### src/rtl/buffer_ctrl.sv
// buffer_ctrl: single-clock stream FIFO between a producer (load) and a
// consumer (consume). Registered read data with a one-cycle valid strobe,
// occupancy count, almost-full/almost-empty thresholds, an optional
// empty-FIFO bypass and sticky overflow/underflow flags.
//
// Ports:
//   clk, rst           rising-edge clock, synchronous active-high reset
//   load, data_in      write request and write data
//   consume            read request
//   data_out           registered read data, valid while data_valid=1
//   data_valid         one-cycle strobe per accepted consume (or bypass)
//   count              stored words, 0..DEPTH
//   empty/full         count==0 / count==DEPTH
//   almost_empty/full  count<=ae_level / count>=af_level
//   overflow/underflow sticky error flags, cleared only by rst
//
// state    | meaning
// ST_EMPTY | no words stored
// ST_RDY   | 1..DEPTH-1 words stored
// ST_FULL  | DEPTH words stored
module buffer_ctrl #(
    parameter int bit_width = 16,
    parameter int addr_len  = 3,
    parameter int af_level  = 2**addr_len - 1,
    parameter int ae_level  = 1,
    parameter int bypass_en = 1
) (
    input  logic                 clk,
    input  logic                 rst,
    input  logic                 load,
    input  logic                 consume,
    input  logic [bit_width-1:0] data_in,
    output logic [bit_width-1:0] data_out,
    output logic                 data_valid,
    output logic [addr_len:0]    count,
    output logic                 empty,
    output logic                 full,
    output logic                 almost_empty,
    output logic                 almost_full,
    output logic                 overflow,
    output logic                 underflow
);

    localparam int DEPTH = 2**addr_len;
    localparam int CW    = addr_len + 1;

    typedef enum logic [1:0] {ST_EMPTY, ST_RDY, ST_FULL} state_t;

    state_t                state_q, state_d;
    logic [addr_len-1:0]   load_addr_q, load_addr_d;
    logic [addr_len-1:0]   consume_addr_q, consume_addr_d;
    logic [addr_len:0]     count_q, count_d;
    logic [bit_width-1:0]  data_out_q, data_out_d;
    logic                  data_valid_q, data_valid_d;
    logic                  overflow_q, overflow_d;
    logic                  underflow_q, underflow_d;
    logic                  empty_q, empty_d;
    logic                  full_q, full_d;
    logic                  almost_empty_q, almost_empty_d;
    logic                  almost_full_q, almost_full_d;

    logic                  ld_acc, cs_acc, byp, ovf_evt, unf_evt;

    logic [bit_width-1:0]  mem [DEPTH];

    // State register.
    always_ff @(posedge clk) begin
        if (rst) begin
            state_q <= ST_EMPTY;
        end else begin
            state_q <= state_d;
        end
    end

    // Next-state: acceptance decisions from the registered state, next
    // count, and the state implied by that count.
    always_comb begin
        ld_acc  = 1'b0;
        cs_acc  = 1'b0;
        byp     = 1'b0;
        ovf_evt = 1'b0;
        unf_evt = 1'b0;
        case (state_q)
            ST_EMPTY: begin
                ld_acc = load;
                if (consume) begin
                    // Bypass replaces the store: the word goes straight out.
                    if (load && (bypass_en != 0)) begin
                        byp    = 1'b1;
                        ld_acc = 1'b0;
                    end else begin
                        unf_evt = 1'b1;
                    end
                end
            end
            ST_RDY: begin
                ld_acc = load;
                cs_acc = consume;
            end
            ST_FULL: begin
                cs_acc  = consume;
                ld_acc  = load && consume;
                ovf_evt = load && !consume;
            end
            default: ;
        endcase

        count_d = count_q;
        if (ld_acc && !cs_acc) begin
            count_d = count_q + CW'(1);
        end else if (cs_acc && !ld_acc) begin
            count_d = count_q - CW'(1);
        end

        if (count_d == '0) begin
            state_d = ST_EMPTY;
        end else if (count_d == CW'(DEPTH)) begin
            state_d = ST_FULL;
        end else begin
            state_d = ST_RDY;
        end
    end

    // Outputs and datapath next values.
    always_comb begin
        load_addr_d    = ld_acc ? load_addr_q + addr_len'(1) : load_addr_q;
        consume_addr_d = cs_acc ? consume_addr_q + addr_len'(1) : consume_addr_q;
        data_out_d     = data_out_q;
        if (byp) begin
            data_out_d = data_in;
        end else if (cs_acc) begin
            data_out_d = mem[consume_addr_q];
        end
        data_valid_d   = cs_acc || byp;
        overflow_d     = overflow_q || ovf_evt;
        underflow_d    = underflow_q || unf_evt;
        empty_d        = (count_d == '0);
        full_d         = (count_d == CW'(DEPTH));
        almost_empty_d = (count_d <= CW'(ae_level));
        almost_full_d  = (count_d >= CW'(af_level));
    end

    always_ff @(posedge clk) begin
        if (rst) begin
            load_addr_q    <= '0;
            consume_addr_q <= '0;
            count_q        <= '0;
            data_out_q     <= '0;
            data_valid_q   <= 1'b0;
            overflow_q     <= 1'b0;
            underflow_q    <= 1'b0;
            empty_q        <= 1'b1;
            full_q         <= 1'b0;
            almost_empty_q <= 1'b1;
            almost_full_q  <= 1'b0;
        end else begin
            load_addr_q    <= load_addr_d;
            consume_addr_q <= consume_addr_d;
            count_q        <= count_d;
            data_out_q     <= data_out_d;
            data_valid_q   <= data_valid_d;
            overflow_q     <= overflow_d;
            underflow_q    <= underflow_d;
            empty_q        <= empty_d;
            full_q         <= full_d;
            almost_empty_q <= almost_empty_d;
            almost_full_q  <= almost_full_d;
        end
    end

    // Storage is deliberately not reset.
    always_ff @(posedge clk) begin
        if (!rst && ld_acc) begin
            mem[load_addr_q] <= data_in;
        end
    end

    assign data_out     = data_out_q;
    assign data_valid   = data_valid_q;
    assign count        = count_q;
    assign empty        = empty_q;
    assign full         = full_q;
    assign almost_empty = almost_empty_q;
    assign almost_full  = almost_full_q;
    assign overflow     = overflow_q;
    assign underflow    = underflow_q;

endmodule
### config.mk
export PLATFORM = sky130hd
export DESIGN_NAME = buffer_ctrl
export DESIGN_NICKNAME = d
export VERILOG_FILES = /design/src/rtl/buffer_ctrl.sv
export SDC_FILE = /design/constraint.sdc
export NUM_CORES = 1
export LEC_CHECK = 0
export ABC_AREA = 0
export CORE_ASPECT_RATIO = 2
export CORE_MARGIN = 2
export CORE_UTILIZATION = 45
export DETAILED_ROUTE_END_ITERATION = 8
export PLACE_DENSITY = 0.66
export SLEW_MARGIN = 20
export SYNTH_ARGS = -nofsm -noshare
export SYNTH_HDL_FRONTEND = slang
export SYNTH_SLANG_ARGS = --single-unit
### constraint.sdc
create_clock -name clk -period 3.24 [get_ports clk]
set_clock_uncertainty 0.15 [all_clocks]
set_input_delay 0.81 -clock clk [delete_from_list [all_inputs] [get_ports clk]]
set_output_delay 0.81 -clock clk [all_outputs]
set_load 0.01 [all_outputs]
==> impl_summary.txt, run 1 <==
----------------------------------------------------
[Setup path]
  Peak fanout along the critical path ... 10
  Worst path max stage delay ... 520 ps
  CP arrival ... 2610 ps
  Category of the critical setup timing path ... in2reg
  Crit Reg-Reg Startpoint ... state_q[1]
  Kind of start point of the critical path ... primary input
  Top cell family by delay on the critical path ... buffers and inverters
  Reg2Reg Capture Point ... mem[7][3]
  CP Data Required Time ... 3200 ps
  Slowest library cell on the worst path ... nor3_2
  Critical-path cell list ... clkdlybuf4s50_1 > mux2_4 > o21ai_4 > inv_1 > nand2_1 > nor3_2 > buf_4
  Path depth of the worst reg2reg path ... 7
  Endpoint kind of the worst setup timing path ... register
  Worst setup slack for register-to-register paths ... 750 ps
  Buffer and inverter count on the worst path ... 3

[Timing]
  Setup repair after global routing missed its margin ... false
  Fin crit share ... 81.8%
  Crit path time final ... 2650 ps
  Worst relative slew slack ... 59.9%
  Tightest Pin Transition ... 598 ps
  Max Transition Viols Final ... 0
  Setup violation total in the final timing report ... 0
  Highest clock frequency the design can meet ... 377 MHz
  Number of failing hold endpoints at the final stage ... 0

[Route]
  Post-detailed-routing wire length ... 12.3 mm
  1st-iter DRT viols ... 260
  Vias after detailed routing ... 3430
  Number of vias per cell after detailed routing ... 5.27
  DRT Pass-1 Iters ... 4
  DRC violations left ... 0
  Post-detailed-route count of antenna-violating nets ... 0
  Routed wire length per instance ... 18.8 µm

[Power and ir drop]
  Sequential Power Share ... 44.8%
  Gate power share ... 21.5%
  Net switching power ... 1.57 mW
  Switch share ... 26.8%
  Power per Cell Area ... 744 nW/µm²
  Internal power of the cells ... 4.27 mW
  Relative contribution of the clock network to total power ... 33.6%
  Leakage dissipation ... 2.54 nW
  Overall power after layout ... 5.84 mW
  Worst IR drop on VDD ... 0.000586 V

[Floorplan]
  I/O pin total ... 47
  Die X-Extent ... 88.6 µm
  Initial cell density of the core ... 46.1%
  Rows ... 61
  Core footprint ... 14000 µm²
  Floorplan die area ... 15300 µm²
  Vert. Die Dim ... 173 µm

[Finish]
  Area Overhead vs Synth ... 21.9%
  Fin area ... 7850 µm²
  Diode count ... 0
  Final standard cell utilization of the core ... 56.2%
  Layout Nets ... 478
  Area taken by multi-input logic gates ... 1750 µm²
  Post-route non-filler standard cell count ... 651
  Share of cells above drive strength 1 ... 21.4%
  Fill cells ... 1073
  Area occupied by registers ... 4610 µm²

[Run status]
  Outcome ... completed

[Synthesis]
  Number of nets in the synthesized netlist ... 410
  Count of cell types in the netlist ... 36
  Most instantiated flip-flop cell in the synthesis netlist ... edfxtp_1
  Cell area after synthesis ... 6440 µm²
  Post-synthesis async set-or-reset flop share ... 0%
  Warnings, synthesis ... 0
  Number of synthesized flops with an enable pin ... 128
  Post-Synthesis Mean Instance Area ... 16.9 µm²
  Flip-flop and latch count after synthesis ... 166
  Number of instances in the synthesized netlist ... 382
  Sequential fraction of the synthesis area ... 71.5%

[CTS]
  Clk Latency, worst-skew pair ... 410 ps
  Hold-fix buffer count after cts ... 0
  Number of buffers inserted by post-CTS setup repair ... 0
  Clock-pin transition on the worst setup and hold timing paths ... 60 ps
  Buffers from clock root to sink, at most ... 2
  CTS tree ... done
  Clk sinks ... 166
  Maximum level of the CTS H-tree ... 4
  Clk Tree Root Cell ... clkbuf_16
  CTS Buf Count ... 17
  Post-CTS Resized ... 0

[Job]
  # Max-Cap Violations ... 0

[Min path]
  Launch point of the worst hold path ... underflow
  Worst Hold Path Cells ... 2
  Worst Hold End ... underflow
  Worst hold path class ... reg2reg

[Place]
  Number of placed instances, taps included ... 620
  Number of buffers added on ports ... 46
  Cell area after placement ... 7260 µm²
  Weighted congestion at the end of routability-driven global placement ... 0.743
  Half-perimeter wire length after placement ... 7.98 mm

[Global route]
  Global-route usage over all layers ... 17.7%
  Initial antenna violation count ... 0
  Via count of the first global-routing pass ... 3662
  Wire length of the first global-routing pass ... 19.6 mm
  Total gr overflow ... 0
  Maximum number of pins on one net before global-route repair ... 34

----------------------------------------------------
cells by family after synthesis:
group,Yosys count,share of synthesized area (%)
xor+xnor,8,1.20
mux,50,14.1
flops,166,71.5
compound gates,47,4.45
fa+ha+maj,8,1.55
buf+inv,28,2.16
simple gates,75,5.07
worst register-to-register path, delay by kind of cell (launching register included):
kind / cells / cell delay [ps]
adders and majority gates: 1 / 270
DFF: 1 / 450
and+or+nand+nor: 2 / 610
buffers and inverters: 2 / 410
muxes: 1 / 200
AOI/OAI and AO/OA: 1 / 90
how the worst max path moves through the flow:
| stage | startpoint | to | slack [ps] | cells after the start |
|---|---|---|---|---|
| 2_1_floorplan | rst | mem[4][0] | -200 | 3 |
| 3_3_place_gp | consume | mem[7][15] | 180 | 7 |
| 3_5_place_dp | consume | mem[7][0] | 100 | 7 |
| 4_1_cts | consume | mem[7][3] | 540 | 7 |
| 5_1_grt | consume | mem[7][3] | 450 | 7 |
| 6_report | consume | mem[7][3] | 590 | 7 |
cell usage after synthesis, types with 2 or more instances:
library cell / n / area [µm²]
nand2_1: 25 / 93.8
xnor2_1: 4 / 35.0
buf_1: 4 / 15.0
buf_4: 3 / 22.5
o21ai_1: 16 / 80.1
buf_6: 2 / 22.5
ha_1: 8 / 100
nand2b_1: 2 / 12.5
and3_1: 2 / 12.5
a31oi_1: 3 / 18.8
nor4_1: 3 / 18.8
xor2_1: 3 / 26.3
nand3_1: 2 / 10.0
dfxtp_1: 38 / 761
clkbuf_1: 7 / 26.3
nor2_1: 31 / 116
nor3_1: 4 / 20.0
mux2i_1: 17 / 170
edfxtp_1: 128 / 3840
o22ai_2: 2 / 25.0
mux4_2: 32 / 721
and2_1: 2 / 12.5
inv_1: 10 / 37.5
or3_1: 2 / 12.5
a21oi_1: 21 / 105
power groups by stage:
stage | combinational [mW] | clock [mW] | sequential, mW
2_1_floorplan | 0.836 | 0 | 2.64
3_3_place_gp | 1.26 | 0 | 2.66
3_5_place_dp | 1.27 | 0 | 2.67
4_1_cts | 1.28 | 2.01 | 2.63
5_1_grt | 1.39 | 2.09 | 2.65
6_report | 1.26 | 1.96 | 2.62
metal layers:
layer | up-vias | wire length (µm) | global-route usage, % | share of wire [%]
met3 | 17 | 422 | 4.96 | 3.4
li1 | 1593 | - | - | -
met1 | 1748 | 4520 | 19.7 | 37
met2 | 72 | 7060 | 31.2 | 58
met4 | 0 | 271 | 6.63 | 2.2
met5 | - | 0 | 0 | 0
flip-flops by register name (all words and copies together), names as in the netlist, named ones only:
signal,count
state_q,2
data_valid,1
full,1
consume_addr_q,3
empty,1
data_out,16
overflow,1
count,4
load_addr_q,3
almost_empty,1
underflow,1
almost_full,1
mem,128
layout make-up:
class / instances / share of cell area, %
clock inverter: 13 / 1.85
multi-input combinational: 188 / 22.3
inverter: 10 / 0.478
sequential: 166 / 58.7
tap: 189 / 3.01
timing repair buffer: 67 / 8.03
clock buffer: 18 / 5.60
stage by stage:
| stage | setup TNS (ps) | setup slack [ps] | hold slack [ps] |
|---|---|---|---|
| 2_1_floorplan | -6240 | -195 | 299 |
| 4_1_cts | 0 | 544 | 328 |
| 3_3_place_gp | 0 | 183 | 309 |
| 6_report | 0 | 590 | 325 |
| 3_5_place_dp | 0 | 104 | 310 |
| 5_1_grt | 0 | 452 | 361 |
cell usage in the layout, fill, tap and decap left out, drive strengths merged, types with 3 or more instances in the layout:
cell type and count:
a21oi 21, a31oi 3, buf 21, clkbuf 18, clkdlybuf4s50 46, clkinv 4
dfxtp 38, edfxtp 128, ha 8, inv 15, mux2i 17, mux4 32
nand2 25, nor2 31, nor3 4, nor4 3, o21ai 17, xnor2 5
xor2 3
(Power assumes the default switching activity.)
==> inputs of run 2 (changes only) <==
Clock period 3.24 ns to 2.38 ns, I/O delays scaled along.
==> impl_summary.txt, run 2 (synthesized netlist as in run 1, its figures left out) <==
----------------------------------------------------
[Timing]
  Crit path time final ... 2240 ps
  Setup repair after global routing missed its margin ... false (unchanged)
  Number of failing hold endpoints at the final stage ... 0 (unchanged)
  Highest clock frequency the design can meet ... 446 MHz
  Worst relative slew slack ... 67.6% (was 59.9%)
  Setup violation total in the final timing report ... 0 (unchanged)
  Final TNS setup ... 0 ps (unchanged)
  Fin crit share ... 94.3%
  Tightest Pin Transition ... 485 ps (was 598 ps)
  Max Transition Viols Final ... 0 (unchanged)

[Route]
  Routed wire length per instance ... 18.8 µm (about the same)
  DRT Pass-1 Iters ... 4 (unchanged)
  DRC violations left ... 0 (unchanged)
  Vias after detailed routing ... 3468 (was 3430)
  Post-detailed-route count of antenna-violating nets ... 0 (unchanged)
  1st-iter DRT viols ... 238 (was 260)
  Number of vias per cell after detailed routing ... 5.20 (was 5.27)
  Post-detailed-routing wire length ... 12.5 mm (was 12.3 mm)

[Job]
  # Max-Cap Violations ... 0 (unchanged)

[Finish]
  Layout Nets ... 493 (was 478)
  Flip-flop count of the largest register, all copies and words added ... 128 (unchanged)
  Fin area ... 8070 µm² (was 7850 µm²)
  Share of cells above drive strength 1 ... 25.1% (was 21.4%)
  Diode count ... 0 (unchanged)
  Fill cells ... 1060 (was 1073)
  Area taken by multi-input logic gates ... 1800 µm² (was 1750 µm²)
  Leading cell type in the layout, fill and taps excluded ... edfxtp_1 (unchanged)
  Area occupied by registers ... 4610 µm² (about the same)
  Area Overhead vs Synth ... 25.3% (was 21.9%)
  Largest Register ... mem (unchanged)
  Post-route non-filler standard cell count ... 667 (was 651)
  Highest-count cells in the layout ignoring fill and taps ... 128 x edfxtp_1, 45 x clkdlybuf4s50_1, 35 x dfxtp_1 (was 128 x edfxtp_1, 46 x clkdlybuf4s50_1, 37 x dfxtp_1)

[Power and ir drop]
  Worst IR drop on VDD ... 0.000676 V (was 0.000586 V)
  Internal power of the cells ... 5.74 mW (was 4.27 mW)
  Sequential Power Share ... 44.5% (was 44.8%)
  Power per Cell Area ... 980 nW/µm² (was 744 nW/µm²)
  Net switching power ... 2.17 mW (was 1.57 mW)
  Switch share ... 27.4% (was 26.8%)
  Leakage dissipation ... 2.62 nW (was 2.54 nW)
  Gate power share ... 24.9% (was 21.5%)
  Relative contribution of the clock network to total power ... 30.6% (was 33.6%)

[CTS]
  Buffers from clock root to sink, at most ... 2 (unchanged)
  CTS Buf Count ... 17 (unchanged)
  Clk sinks ... 166 (unchanged)
  Clk Latency, worst-skew pair ... 410 ps (about the same)
  Clk Tree Root Cell ... clkbuf_16 (unchanged)
  Clock-pin transition on the worst setup and hold timing paths ... 60 ps (about the same)
  CTS tree ... done (unchanged)
  Maximum level of the CTS H-tree ... 4 (unchanged)
  Hold-fix buffer count after cts ... 0 (unchanged)

[Place]
  Weighted congestion at the end of routability-driven global placement ... 0.739 (was 0.743)
  Number of placed instances, taps included ... 634 (was 620)
  Number of buffers added on ports ... 46 (unchanged)
  Cell area after placement ... 7480 µm² (was 7260 µm²)
  Half-perimeter wire length after placement ... 8.09 mm (was 7.98 mm)

[Setup path]
  CP Data Required Time ... 2580 ps (was 3200 ps)
  Critical-path cell list ... inv_1 > ha_2 > mux2_4 > buf_4 > o211ai_4 > o22ai_2 > xnor2_2 > or3_1 > a21oi_1 (was clkdlybuf4s50_1 > mux2_4 > o21ai_4 > inv_1 > nand2_1 > nor3_2 > buf_4)
  Slowest library cell on the worst path ... dfxtp_2 (was nor3_2)
  Category of the critical setup timing path ... reg2reg (was in2reg)
  Critical path capture point ... almost_full (was mem[7][3])
  Worst path max stage delay ... 370 ps (was 520 ps)
  Buffer and inverter count on the worst path ... 2 (was 3)
  Total number of cells along the worst setup path ... 9 (was 7)
  Top cell family by delay on the critical path ... compound AO/OA/AOI/OAI gates (was buffers and inverters)
  Endpoint kind of the worst setup timing path ... register (unchanged)
  Crit path from ... state_q[1] (was consume)
  CP arrival ... 2440 ps (was 2610 ps)
  Kind of start point of the critical path ... register (was primary input)
  Reg2Reg Capture Point ... almost_full (was mem[7][3])
  Path depth of the worst reg2reg path ... 9 (was 7)
  Peak fanout along the critical path ... 4 (was 10)
  Crit Reg-Reg Startpoint ... state_q[1] (unchanged)
  Worst setup slack for register-to-register paths ... 140 ps (was 750 ps)

[Global route]
  Global-route usage over all layers ... 17.9% (was 17.7%)
  Initial antenna violation count ... 0 (unchanged)
  Total gr overflow ... 0 (unchanged)
  Maximum number of pins on one net before global-route repair ... 34 (unchanged)
  Wire length of the first global-routing pass ... 19.9 mm (was 19.6 mm)
  Via count of the first global-routing pass ... 3692 (was 3662)

[Floorplan]
  Die X-Extent ... 88.6 µm (unchanged)
  I/O pin total ... 47 (unchanged)
  Core footprint ... 14000 µm² (unchanged)
  Vert. Die Dim ... 173 µm (unchanged)
  Floorplan die area ... 15300 µm² (unchanged)
  Rows ... 61 (unchanged)
  Initial cell density of the core ... 46.1% (unchanged)

[Run status]
  Outcome ... completed (unchanged)

[Min path]
  Worst hold path class ... reg2reg (unchanged)

----------------------------------------------------
run 2: cell count changes in the layout (fill, tap and decap cells not counted), sizes merged:
| cell | change |
|---|---|
| buf | +15 |
| clkinvlp | +4 |
| bufinv | -2 |
| inv | -2 |
| clkbuf | +1 |
| clkdlybuf4s50 | -1 |
| dlymetal6s2s | +1 |
run 2: worst min path at each step:
stage | depth (start not counted) | startpoint | endpoint | slack [ps]
3_5_place_dp | 2 | overflow | overflow | 320
2_1_floorplan | 2 | consume_addr_q[1] | register | 300
3_3_place_gp | 2 | overflow | overflow | 310
6_report | 2 | consume_addr_q[1] | register | 330
4_1_cts | 2 | consume_addr_q[1] | register | 340
5_1_grt | 2 | overflow | overflow | 370
run 2: power groups by stage:
stage	registers, mW	clock network (mW)	logic [mW]
after floorplan	3.60	0	1.14
after global placement	3.56	0	1.92
after detailed placement	3.57	0	1.94
after CTS	3.52	2.47	1.99
after global routing	3.55	2.59	2.15
final	3.52	2.42	1.97
run 2: cell type report:
type                            instances  area share, %
Clock inverter                         13           1.26
Clock buffer                           19           5.37
Timing Repair Buffer                   82           10.5
Tap cell                              189           2.93
Inverter                               10          0.465
Sequential cell                       166           57.1
Multi-Input combinational cell        188           22.3
run 2: metrics by stage:
step / worst slack [ps] / hold slack (ps) / total power, mW / util (%)
floorplan: -448 / 301 / 4.74 / -
global placement: -614 / 309 / 5.48 / 53.5
detailed placement: -472 / 316 / 5.52 / 53.5
CTS: 13.8 / 342 / 7.97 / 57.6
global route: 23.7 / 368 / 8.29 / 57.8
finish: 137 / 332 / 7.91 / 57.8
run 2: routing by layer:
| layer | part of all wire, % | up-vias | GRT usage [%] |
|---|---|---|---|
| li1 | - | 1631 | - |
| met1 | 37 | 1759 | 19.9 |
| met2 | 58 | 71 | 32.4 |
| met3 | 3.8 | 7 | 4.11 |
| met4 | 1.0 | 0 | 6.06 |
| met5 | 0 | - | 0 |
run 2: repair_timing:
item | CTS | global route
setup endpoints to repair | 12 | 6
buffers inserted | 1 | 0
pin swaps | 1 | 1
gates resized for setup | 2 | 7
run 2: worst min-delay path: stages, from the launching register on:
cell and delay (ps):
dfxtp_1 310, nand2_1 50, a21oi_1 60
